### src/rtl/uart_pkg.sv
// Shared UART types and constants for the receiver, transmitter and auth logic.
package uart_pkg;

    typedef enum logic [2:0] {IDLE, START, DATA, STOP, BREAK} rx_state_t;

    localparam int BAUD_DIV_50M_19200 = 2604;

    localparam logic [7:0] CMD_GO   = 8'h67;
    localparam logic [7:0] CMD_STOP = 8'h73;

endpackage

### src/rtl/rx_bit_timer.sv
// 12-bit down-counter with synchronous reload; tc is high while the count is zero.
module rx_bit_timer (
    input  logic        clk,
    input  logic        rst_n,
    input  logic        load,
    input  logic [11:0] load_val,
    output logic        tc
);

    logic [11:0] cnt_q, cnt_d;

    always_comb begin
        cnt_d = cnt_q;
        if (load) begin
            cnt_d = load_val;
        end else if (cnt_q != '0) begin
            cnt_d = cnt_q - 12'd1;
        end
    end

    always_ff @(posedge clk or negedge rst_n) begin
        if (!rst_n) begin
            cnt_q <= '0;
        end else begin
            cnt_q <= cnt_d;
        end
    end

    assign tc = (cnt_q == '0);

endmodule

### src/rtl/uart_rx_fc.sv
// 8N1 UART receiver with glitch rejection, framing/overrun flags and rdy/clr_rdy handshake.
// Optional macro UART_RX_MAJ_VOTE_EN: 2-of-3 majority per bit decision, +1 cycle latency.
module uart_rx_fc
    import uart_pkg::*;
#(
    parameter int BAUD_DIV = BAUD_DIV_50M_19200
) (
    input  logic       clk,
    input  logic       rst_n,
    input  logic       RX,
    input  logic       clr_rdy,
    output logic [7:0] rx_data,
    output logic       rdy,
    output logic       frm_err,
    output logic       ovr_err
);

    localparam int          HALF_DIV    = BAUD_DIV / 2;
    localparam logic [11:0] BAUD_RELOAD = 12'(BAUD_DIV - 1);
    localparam logic [11:0] HALF_RELOAD = 12'(HALF_DIV - 1);

    logic        rx_ff1_q, rx_s_q, rx_prev_q;
    rx_state_t   state_q, state_d;
    logic [7:0]  shift_q, shift_d;
    logic [7:0]  data_q, data_d;
    logic [2:0]  idx_q, idx_d;
    logic        rdy_q, rdy_d;
    logic        frm_q, frm_d;
    logic        ovr_q, ovr_d;
    logic        tmr_load;
    logic [11:0] tmr_val;
    logic        tmr_tc;
    logic        fall;
    logic        in_frame;
    logic        bits_done;
    logic        bit_ev;
    logic        bit_val;

    // rx_prev_q runs in every state so a start edge right after STOP is not lost
    always_ff @(posedge clk or negedge rst_n) begin
        if (!rst_n) begin
            rx_ff1_q  <= 1'b1;
            rx_s_q    <= 1'b1;
            rx_prev_q <= 1'b1;
        end else begin
            rx_ff1_q  <= RX;
            rx_s_q    <= rx_ff1_q;
            rx_prev_q <= rx_s_q;
        end
    end

    assign fall      = rx_prev_q & ~rx_s_q;
    assign in_frame  = (state_q == START) || (state_q == DATA) || (state_q == STOP);
    assign bits_done = (idx_q == 3'd7);

    rx_bit_timer u_timer (
        .clk      (clk),
        .rst_n    (rst_n),
        .load     (tmr_load),
        .load_val (tmr_val),
        .tc       (tmr_tc)
    );

`ifdef UART_RX_MAJ_VOTE_EN
    // Timer reloads at terminal count; the decision lands one cycle later once the tc+1 sample exists.
    logic pend_q, pend_d;
    logic maj_a_q, maj_a_d;
    logic maj_b_q, maj_b_d;

    always_comb begin
        pend_d  = in_frame & tmr_tc;
        maj_a_d = maj_a_q;
        maj_b_d = maj_b_q;
        if (pend_d) begin
            maj_a_d = rx_prev_q;
            maj_b_d = rx_s_q;
        end
    end

    always_ff @(posedge clk or negedge rst_n) begin
        if (!rst_n) begin
            pend_q  <= 1'b0;
            maj_a_q <= 1'b1;
            maj_b_q <= 1'b1;
        end else begin
            pend_q  <= pend_d;
            maj_a_q <= maj_a_d;
            maj_b_q <= maj_b_d;
        end
    end

    assign bit_ev  = pend_q;
    assign bit_val = (maj_a_q & maj_b_q) | (maj_a_q & rx_s_q) | (maj_b_q & rx_s_q);
`else
    assign bit_ev  = tmr_tc;
    assign bit_val = rx_s_q;
`endif

    always_comb begin
        state_d  = state_q;
        shift_d  = shift_q;
        data_d   = data_q;
        idx_d    = idx_q;
        rdy_d    = rdy_q & ~clr_rdy;
        frm_d    = 1'b0;
        ovr_d    = 1'b0;
        tmr_load = in_frame & tmr_tc;
        tmr_val  = BAUD_RELOAD;

        case (state_q)
            IDLE: begin
                if (fall) begin
                    tmr_load = 1'b1;
                    tmr_val  = HALF_RELOAD;
                    state_d  = START;
                end
            end
            START: begin
                if (bit_ev) begin
                    if (bit_val) begin
                        state_d = IDLE;
                    end else begin
                        idx_d   = '0;
                        state_d = DATA;
                    end
                end
            end
            DATA: begin
                if (bit_ev) begin
                    shift_d = {bit_val, shift_q[7:1]};
                    idx_d   = idx_q + 3'd1;
                    if (bits_done) begin
                        state_d = STOP;
                    end
                end
            end
            STOP: begin
                if (bit_ev) begin
                    if (bit_val) begin
                        data_d  = shift_q;
                        rdy_d   = 1'b1;
                        ovr_d   = rdy_q & ~clr_rdy;
                        state_d = IDLE;
                    end else begin
                        frm_d   = 1'b1;
                        state_d = BREAK;
                    end
                end
            end
            BREAK: begin
                if (rx_s_q) begin
                    state_d = IDLE;
                end
            end
            default: state_d = IDLE;
        endcase
    end

    always_ff @(posedge clk or negedge rst_n) begin
        if (!rst_n) begin
            state_q <= IDLE;
            shift_q <= '0;
            data_q  <= '0;
            idx_q   <= '0;
            rdy_q   <= 1'b0;
            frm_q   <= 1'b0;
            ovr_q   <= 1'b0;
        end else begin
            state_q <= state_d;
            shift_q <= shift_d;
            data_q  <= data_d;
            idx_q   <= idx_d;
            rdy_q   <= rdy_d;
            frm_q   <= frm_d;
            ovr_q   <= ovr_d;
        end
    end

    assign rx_data = data_q;
    assign rdy     = rdy_q;
    assign frm_err = frm_q;
    assign ovr_err = ovr_q;

endmodule
### config.mk
export PLATFORM = sky130hd
export DESIGN_NAME = uart_rx_fc
export DESIGN_NICKNAME = d
export VERILOG_FILES = /design/src/rtl/uart_pkg.sv /design/src/rtl/rx_bit_timer.sv /design/src/rtl/uart_rx_fc.sv
export SDC_FILE = /design/constraint.sdc
export NUM_CORES = 1
export LEC_CHECK = 0
export CAP_MARGIN = 20
export CORE_ASPECT_RATIO = 0.5
export CORE_MARGIN = 10
export CORE_UTILIZATION = 47
export CTS_CLUSTER_DIAMETER = 100
export CTS_CLUSTER_SIZE = 16
export DETAILED_ROUTE_END_ITERATION = 8
export HOLD_SLACK_MARGIN = 0.08
export PLACE_DENSITY = 0.78
export REMOVE_ABC_BUFFERS = 1
export SLEW_MARGIN = 10
export SYNTH_ARGS = -nofsm -noshare
export SYNTH_HDL_FRONTEND = slang
export SYNTH_HIERARCHICAL = 1
export SYNTH_SLANG_ARGS = --single-unit
### constraint.sdc
create_clock -name clk -period 4.9 [get_ports clk]
set_clock_uncertainty 0.15 [all_clocks]
set_input_delay 0.98 -clock clk [delete_from_list [all_inputs] [get_ports clk]]
set_output_delay 0.98 -clock clk [all_outputs]
set_load 0.02 [all_outputs]
# ---- Word-level counts from Yosys, hierarchy flattened
# Index checks and enable logic that the tools add are counted.
dict set report totals {
  mem_count 0
  latch_bits 0
  mem_bits_ro 0
  out_inout_bits 11
  wordCells 69
  ram_bits 0
  in_bits 4
  ff_bits 40
}
dict set report classes {
  eq_ne 12
  mul 0
  shifts 0
  magnitude_cmp 0
  mux 28
  div_mod_pow 0
  n_bitwise 5
  n_addsub 2
  reduce_logical 11
}
# operator count
set ops {}
lappend ops {{2-to-1 mux 12 bit} 4}
lappend ops {{2-to-1 mux 3 bit} 10}
lappend ops {{one-hot mux 3 bit (5 select lines)} 1}
lappend ops {{!= test 2 bit (second input constant)} 7}
lappend ops {{logical NOT 12 bit} 1}
lappend ops {{nonzero test 12 bit} 1}
lappend ops {{subtractor 12 x 1 -> 12 bit (second input constant)} 1}
lappend ops {{2-to-1 mux 1 bit} 11}
lappend ops {{equality test 3 x 2 -> 1 bit (second input constant)} 2}
lappend ops {{equality test 3 bit (second input constant)} 2}
lappend ops {{one-hot mux 3 bit (2 select lines)} 1}
lappend ops {{AND reduction 6 bit} 1}
lappend ops {{AND reduction 4 bit} 1}
lappend ops {{nonzero test 2 bit} 2}
lappend ops {{adder 3 x 1 -> 3 bit (second input constant)} 1}
lappend ops {{bitwise AND 1 bit} 3}
lappend ops {{equality test 3 x 1 -> 1 bit (second input constant)} 1}
lappend ops {{logical NOT 3 bit} 1}
lappend ops {{AND reduction 3 bit} 1}
lappend ops {{logical OR 1 bit} 2}
lappend ops {{2-to-1 mux 2 bit} 1}
lappend ops {{NOT 1 bit} 2}
lappend ops {{AND reduction 2 bit} 1}

# ---- Depth between registers and ports, before layout
# Gate-level depths: netlist of the first run.
dict set report depth {
  depth_word 7
  mapped_depth 12
}

# ---- Modules after synthesis
# Netlist of the first run, hierarchy kept.
# module cells_each seq_area_each_um2 instances area_per_inst_um2
set by_module_without_submodules {}
lappend by_module_without_submodules {uart_rx_fc 105 704.4 1 1172.4}
lappend by_module_without_submodules {rx_bit_timer 72 300.3 1 730.7}

# ---- Least setup slack after synthesis of the first run
# OpenSTA, ideal clock, no wires.
dict set report synth_path {
  path_type {flip-flop to flip-flop}
  start {register u_timer.cnt_q[0]}
  end {register u_timer.cnt_q[1]}
  slack_ns 2.304
  stages_incl_launch_ff 11
  period_less_slack_ns 2.596
  arrival_time_ns 2.322
  setup_time_ns 0.125
  required_time_ns 4.625
  cell_sequence {dfrtp_1 inv_1 ha_1 nor4b_2 nand3_1 inv_2 nor2b_4 o21ai_0 nand2_1 clkbuf_1 mux2_2}
}
dict set report synth_via {
  elab_chain_len 5
  word_cells_on_any_way 9
}
# item line_no
set synth_lines {}
lappend synth_lines {{from (decl)} rx_bit_timer.sv:10} ;# logic [11:0] cnt_q, cnt_d;
lappend synth_lines {{from (signal assigned)} rx_bit_timer.sv:25} ;# cnt_q <= cnt_d;
lappend synth_lines {{logical NOT 12 bit *} rx_bit_timer.sv:29} ;# assign tc = (cnt_q == '0);
lappend synth_lines {{net bit_ev} uart_rx_fc.sv:36} ;# logic bit_ev;
lappend synth_lines {{bitwise AND 1 bit *} uart_rx_fc.sv:107} ;# tmr_load = in_frame & tmr_tc;
lappend synth_lines {{2-to-1 mux 1 bit} uart_rx_fc.sv:112} ;# if (fall) begin
lappend synth_lines {{2-to-1 mux 1 bit *} uart_rx_fc.sv:110} ;# case (state_q)
lappend synth_lines {{net tmr_load} uart_rx_fc.sv:30} ;# logic tmr_load;
lappend synth_lines {{2-to-1 mux 12 bit or nonzero test 2 bit (tied branches)} -}
# Mark *: on every way through the listed nets, which the timed path passes. The rest lies on a longest branch. The select of a mux whose other input is x is not followed.
# A chain may end at the register's enable or synchronous reset.

# ---- Worst setup path after layout of the first run
dict set report layout_path {
  start {register u_timer.cnt_q[0]}
  end {register u_timer.cnt_q[11]}
}
# The elaborated chain is that of the path after synthesis.

==> metrics.cfg, run 1 <==
[detailed_routing]
viasPerCell = 5.195
detail_route.first_pass.iterations = 6
wl_per_cell_um = 14.03
route.top_layer_used = met4
wl_met1_mm = 1.625
drcViolationCount = 0
drt_wl_total_mm = 3.451
wl_met2_mm = 1.665
dr_wl_met3_um = 113
antenna_left = 0
drtIter0Drc = 49
num_vias = 1278

[power_and_ir_drop]
leakagePower_nw = 0.9769
p_sw_mw = 0.3102
comb_power_share_pct = 22.1
clkPwrFrac_pct = 29.3
seqPwrFrac_pct = 48.6
ir_worst_vdd_uv = 196.2
internal-power_mw = 0.6487
power_density_mw_per_mm2 = 437.2
swShare_pct = 32.35
total_power_mw = 0.9589

[sta]
rsz0062_at_grt = false
fin_hold_ws_ns = 0.2104
fmax_ghz = 0.3327
setup-tns-final_ns = 0
hold_violations = 0
setup_viol_count_final = 0
maxSlewHeadroom_pct = 42.98
worstMarginPinSlew_ns = 0.8553
fin_crit_sh_pct = 61.35
setup_slack_ns = 1.894
drv_slew = 0
min_period_ns = 3.006

[floorplanning]
start_util_pct = 48.75
core_area_mm2 = 0.003904
row_count = 16
io_pins = 15
die_w_um = 110.0
design.die.area_mm2 = 0.007149
die_height_um = 65.00

[setup_path]
worstSetupPathType = reg2reg
cp_top_family = simple AND/OR/NAND/NOR gates
slowest_delay_ns = 0.48
path_cells = inv_1 -> ha_1 -> nor4b_2 -> nand3_1 -> inv_2 -> nor2b_4 -> o21ai_0 -> nand2_1 -> nor2b_1 -> a221o_1
cp_max_fo = 22
end_kind = register
arrival_ns = 3.04
worstPathRequired_ns = 4.93
slowest_stage = nand2_1
cp-start-kind = register
path_buf_inv = 2

[clock_tree]
insertion_delay_ns = 0.30
clockRootBuffer = clkbuf_8
post_cts_resized = 0
cts_hold_buf = 0
cts.sinks = 40
cts_tree = yes
post_cts_buffers = 0
clockBufferDepth = 2
htreeDepth = 2
clk_pin_slew_ns = 0.08
cts-buffers-inserted = 5

[placed_design]
dp.final_hpwl_mm = 2.375
dp_cells = 238
dpl_worst_slack_ns = 1.834
placed_area_mm2 = 0.002072
port_buffers = 14
routabilityCongestion = 0.8569

[layout]
area_growth_pct = 15.25
diodes = 0
final_area_mm2 = 0.002193
final_cells = 246
nNetsFinal = 199
drive_gt1_share_pct = 15.63
postLayoutCoreUtil_pct = 56.19

[global_route]
grt_overflow = 0
grt_pass1_vias = 1232
antenna_found_initial = 0
grt_max_degree = 41
grt_pass1_wl_mm = 5.782
grt_util_all_layers_pct = 10.21

[synthesis]
synth_cell_type_count = 44
ys_seq_elements = 40
synth-edff-count = 0
yosysWarnings = 6
async_flop_share_pct = 100.0
yosysSeqAreaShare_pct = 52.79
ys.flop_type = dfrtp_1
avgSynthCellArea_um2 = 10.75
synthCells = 177
synth_area_mm2 = 0.001903

[status]
status = finished clean

[run]
maxCapViolCount = 0

[hold_path]
hold_path.class = reg2reg

registers in the layout, summed over array words and instances (netlist names):
signal	flops
u_timer/cnt_q	12
rx_data	8
shift_q	8
idx_q	3
state_q	3
bit_val	1
frm_err	1
ovr_err	1
rdy	1
rx_ff1_q	1
rx_prev_q	1
synthesized netlist by cell type, types with 4 or more instances:
| cell | n | area [µm²] |
|---|---|---|
| nor3b_1 | 4 | 30.03 |
| nand2_1 | 36 | 135.1 |
| dfrtp_1 | 37 | 925.9 |
| nor2_1 | 10 | 37.54 |
| mux2_2 | 9 | 101.4 |
| inv_1 | 5 | 18.77 |
| ha_1 | 4 | 50.05 |
| xnor2_1 | 4 | 35.03 |
| buf_2 | 5 | 25.02 |
| a21oi_1 | 8 | 40.04 |
area by class of cell:
class | instances | area, µm²
tap | 54 | 67.56
timing repair buffer | 14 | 135.1
fill | 332 | 1710
sequential | 40 | 1005
clock inverter | 3 | 46.29
clock buffer | 5 | 68.82
inverter | 6 | 22.52
multi-input combinational | 124 | 848.3
kinds of logic (layout without fill, tap and decap cells):
logic type	after synthesis	count (layout)	synth area share, %
and+or+nand+nor	71	71	21.50
DFF	40	40	52.79
AOI/OAI and AO/OA	30	30	10.85
buffers and inverters	14	28	3.155
muxes	11	11	6.378
xor gates and xnor gates	5	5	2.301
adders and majority gates	4	4	2.630
other	2	3	0.3946
per-layer routing:
metal	global-route usage, %	up-vias
met5	0	-
met4	5.484	0
met3	3.353	4
met2	15.66	10
met1	12.48	624
li1	-	640
worst paths after layout:
check | start | to | slack, ns | cells past startpoint
worst max-delay path | u_timer/cnt_q[0] | u_timer/cnt_q[11] | 1.89 | 10
worst min-delay path | rx_ff1_q | bit_val | 0.21 | 0
worst max register to register | u_timer/cnt_q[0] | u_timer/cnt_q[11] | 1.89 | 10
worst min register to register | rx_ff1_q | bit_val | 0.21 | 0
max in group asynchronous | rst_n | u_timer/cnt_q[7] | 3.43 | 1
min in group asynchronous | rst_n | state_q[1] | 0.63 | 1
placed cells by master, fill, tap and decap left out, types with 2 or more instances in the layout:
cell | synthesis | layout
dfrtp_1 | 37 | 37
nand2_1 | 36 | 36
clkdlybuf4s50_1 | 0 | 13
nor2_1 | 10 | 10
mux2_2 | 9 | 9
a21oi_1 | 8 | 8
inv_1 | 5 | 5
clkbuf_8 | 0 | 5
nor3b_1 | 4 | 4
ha_1 | 4 | 4
xnor2_1 | 4 | 4
nand3_1 | 3 | 3
dfstp_2 | 3 | 3
a22o_1 | 3 | 3
conb_1 | 2 | 3
o31a_1 | 3 | 3
o21ai_0 | 2 | 2
nand2b_1 | 2 | 2
nand4bb_1 | 2 | 2
o22ai_1 | 2 | 2
mux2i_1 | 2 | 2
a211oi_1 | 2 | 2
a311oi_1 | 2 | 2
nor4_2 | 2 | 2
nor3_1 | 2 | 2
o21ai_1 | 2 | 2
o31ai_1 | 2 | 2
power by group through the flow:
stage / combinational [mW] / sequential, mW / clock (mW)
2_1_floorplan: 0.170 / 0.454 / 0
3_3_place_gp: 0.206 / 0.466 / 0
3_5_place_dp: 0.211 / 0.472 / 0
4_1_cts: 0.213 / 0.466 / 0.284
5_1_grt: 0.241 / 0.477 / 0.298
6_report: 0.212 / 0.466 / 0.281
worst register-to-register path, cell delays in order (launching register included):
cell and delay [ns]:
dfrtp_1 0.41, inv_1 0.13, ha_1 0.16, nor4b_2 0.32, nand3_1 0.23, inv_2 0.26, nor2b_4 0.23, o21ai_0 0.09
nand2_1 0.48, nor2b_1 0.10, a221o_1 0.33
Power figures use the tool's default switching activity.
==> run 2, diff against run 1 <==
==> constraint.sdc (replaced) <==
create_clock -name clk -period 3 [get_ports clk]
set_clock_uncertainty 0.15 [all_clocks]
set_input_delay 0.6 -clock clk [delete_from_list [all_inputs] [get_ports clk]]
set_output_delay 0.6 -clock clk [all_outputs]
set_load 0.02 [all_outputs]
==> metrics.cfg, run 2 (same netlist as run 1, synthesis figures left out) <==
[layout]
regMostFlops = u_timer/cnt_q  ; unchanged
nNetsFinal = 204  ; was 199
area_growth_pct = 15.98  ; was 15.25%
drive_gt1_share_pct = 17.26  ; was 15.63%
largest_reg_flops = 12  ; unchanged
nFillCells = 345  ; was 332
final_cells = 251  ; was 246
final_common_cell = dfrtp_1  ; unchanged
layout_common_cells = dfrtp_1 (37), nand2_1 (36), clkdlybuf4s50_1 (13)  ; unchanged
diodes = 0  ; unchanged

[setup_path]
cp_max_fo = 13  ; was 22
worstPathRequired_ns = 3.07  ; was 4.93 ns
end_kind = register  ; unchanged
worstSetupPathType = reg2reg  ; unchanged
arrival_ns = 2.84  ; was 3.04 ns
cp-start-kind = register  ; unchanged

[run]
maxCapViolCount = 0  ; unchanged

[floorplanning]
die_height_um = 65.00  ; unchanged
core_area_mm2 = 0.003904  ; unchanged
row_count = 16  ; unchanged
design.die.area_mm2 = 0.007149  ; unchanged
die_w_um = 110.0  ; unchanged
io_pins = 15  ; unchanged
start_util_pct = 48.75  ; unchanged

[sta]
setup_viol_count_final = 0  ; unchanged
fin_crit_sh_pct = 92.31  ; was 61.35%
hold_violations = 0  ; unchanged
drv_slew = 0  ; unchanged
rsz0062_at_grt = false  ; unchanged
setup-tns-final_ns = 0  ; unchanged
min_period_ns = 2.769  ; was 3.006 ns
fmax_ghz = 0.3611  ; was 0.3327 GHz
worstMarginPinSlew_ns = 0.8755  ; was 0.8553 ns
setup_slack_ns = 0.2306  ; was 1.894 ns
maxSlewHeadroom_pct = 41.63  ; was 42.98%

[global_route]
grt_max_degree = 41  ; unchanged
grt_pass1_vias = 1395  ; was 1232
grt_overflow = 0  ; unchanged
grt_pass1_wl_mm = 6.306  ; was 5.782 mm
antenna_found_initial = 0  ; unchanged
grt_util_all_layers_pct = 11.04  ; was 10.21%

[placed_design]
routabilityCongestion = 0.8447  ; was 0.8569
port_buffers = 14  ; unchanged
dp_cells = 243  ; was 238
dpl_worst_slack_ns = 0.2830  ; was 1.834 ns
dp.final_hpwl_mm = 2.572  ; was 2.375 mm

[detailed_routing]
drcViolationCount = 0  ; unchanged
detail_route.first_pass.iterations = 4  ; was 6
num_vias = 1345  ; was 1278
viasPerCell = 5.359  ; was 5.195
drtIter0Drc = 37  ; was 49
drt_wl_total_mm = 3.582  ; was 3.451 mm
antenna_left = 0  ; unchanged
wl_per_cell_um = 14.27  ; was 14.03 µm

[power_and_ir_drop]
p_sw_mw = 0.4895  ; was 0.3102 mW
leakagePower_nw = 0.9927  ; was 0.9769 nW
comb_power_share_pct = 23.6  ; was 22.1%
power_density_mw_per_mm2 = 675.2  ; was 437.2 mW/mm²
internal-power_mw = 1.001  ; was 0.6487 mW
ir_worst_vdd_uv = 279.4  ; was 196.2 µV
seqPwrFrac_pct = 51.0  ; was 48.6%
clkPwrFrac_pct = 25.4  ; was 29.3%
swShare_pct = 32.84  ; was 32.35%

[clock_tree]
clockBufferDepth = 2  ; unchanged
post_cts_buffers = 0  ; unchanged
htreeDepth = 2  ; unchanged
cts_tree = yes  ; unchanged
clk_pin_slew_ns = 0.08  ; about the same
post_cts_resized = 0  ; unchanged
cts-buffers-inserted = 5  ; unchanged
cts_hold_buf = 0  ; unchanged
insertion_delay_ns = 0.29  ; was 0.30 ns
clockRootBuffer = clkbuf_8  ; unchanged
cts.sinks = 40  ; unchanged

[status]
status = finished clean  ; unchanged

[hold_path]
hold_path.class = reg2reg  ; unchanged

[run 2: cell types whose count changed in the layout (fill, tap and decap cells not counted), sizes merged]
cell / before / now
bufinv: 1 / 0
clkinvlp: 1 / 2
clkbuf: 5 / 6
buf: 1 / 6
inv: 7 / 6
[run 2: critical path, cell delays in order (launching register included)]
cell,delay [ns]
dfrtp_1,0.41
inv_1,0.13
ha_1,0.16
nor4b_2,0.35
nand3_1,0.24
inv_2,0.11
nor2b_4,0.18
o21ai_0,0.11
nand2_1,0.35
buf_4,0.23
a21oi_1,0.05
o31a_1,0.11
a21oi_1,0.11
[run 2: area by class of cell]
class / count / area (µm²) / share of cell area, %
timing repair buffer: 19 / 172.7 / 7.823
inverter: 6 / 22.52 / 1.020
multi-input combinational: 124 / 842.1 / 38.15
clock inverter: 2 / 15.01 / 0.6803
tap: 54 / 67.56 / 3.061
clock buffer: 6 / 82.58 / 3.741
sequential: 40 / 1005 / 45.52
[run 2: final timing paths]
kind                                       start               end  slack [ns]  cells past startpoint
worst min register to register          rx_ff1_q           bit_val        0.21                      0
worst max-delay path            u_timer/cnt_q[0]  u_timer/cnt_q[4]        0.23                     12
max in group asynchronous                  rst_n  u_timer/cnt_q[7]        1.88                      1
worst min-delay path                    rx_ff1_q           bit_val        0.21                      0
worst max register to register  u_timer/cnt_q[0]  u_timer/cnt_q[4]        0.23                     12
min in group asynchronous                  rst_n        state_q[2]        0.27                      1
[run 2: layer usage]
metal	GRT usage [%]	routed length, µm	up-vias
li1	-	-	653
met4	4.677	54	0
met1	11.96	1538	663
met3	3.945	162	8
met2	19.19	1827	21
met5	0	0	-
[run 2: power by group through the flow]
| stage | sequential, mW | clock [mW] | combinational, mW |
|---|---|---|---|
| CTS | 0.759 | 0.387 | 0.355 |
| global placement | 0.762 | 0 | 0.339 |
| floorplan | 0.741 | 0 | 0.277 |
| detailed placement | 0.770 | 0 | 0.350 |
| finish | 0.760 | 0.378 | 0.352 |
| global route | 0.780 | 0.417 | 0.392 |
[run 2: stage by stage]
stage / utilization (%) / hold slack, ns / instance area, µm² / power, mW
floorplan: - / 0.1544 / 1869 / 1.019
global placement: 54.04 / 0.1954 / 2110 / 1.100
detailed placement: 54.04 / 0.1993 / 2110 / 1.120
CTS: 56.54 / 0.2112 / 2207 / 1.501
global route: 56.54 / 0.2179 / 2207 / 1.589
finish: 56.54 / 0.2098 / 2207 / 1.490
==> run 3, diff against run 2 <==
--- a/config.mk
+++ b/config.mk
@@ -5,6 +5,7 @@
 export SDC_FILE = /design/constraint.sdc
 export NUM_CORES = 1
 export LEC_CHECK = 0
+export ABC_AREA = 0
 export CAP_MARGIN = 20
 export CORE_ASPECT_RATIO = 0.5
 export CORE_MARGIN = 10
@@ -15,7 +16,6 @@
 export HOLD_SLACK_MARGIN = 0.08
 export PLACE_DENSITY = 0.78
 export REMOVE_ABC_BUFFERS = 1
-export SLEW_MARGIN = 10
 export SYNTH_ARGS = -nofsm -noshare
 export SYNTH_HDL_FRONTEND = slang
 export SYNTH_HIERARCHICAL = 1
==> results of run 3 <==
Final layout, timing and power as in run 2 (identical DEF).
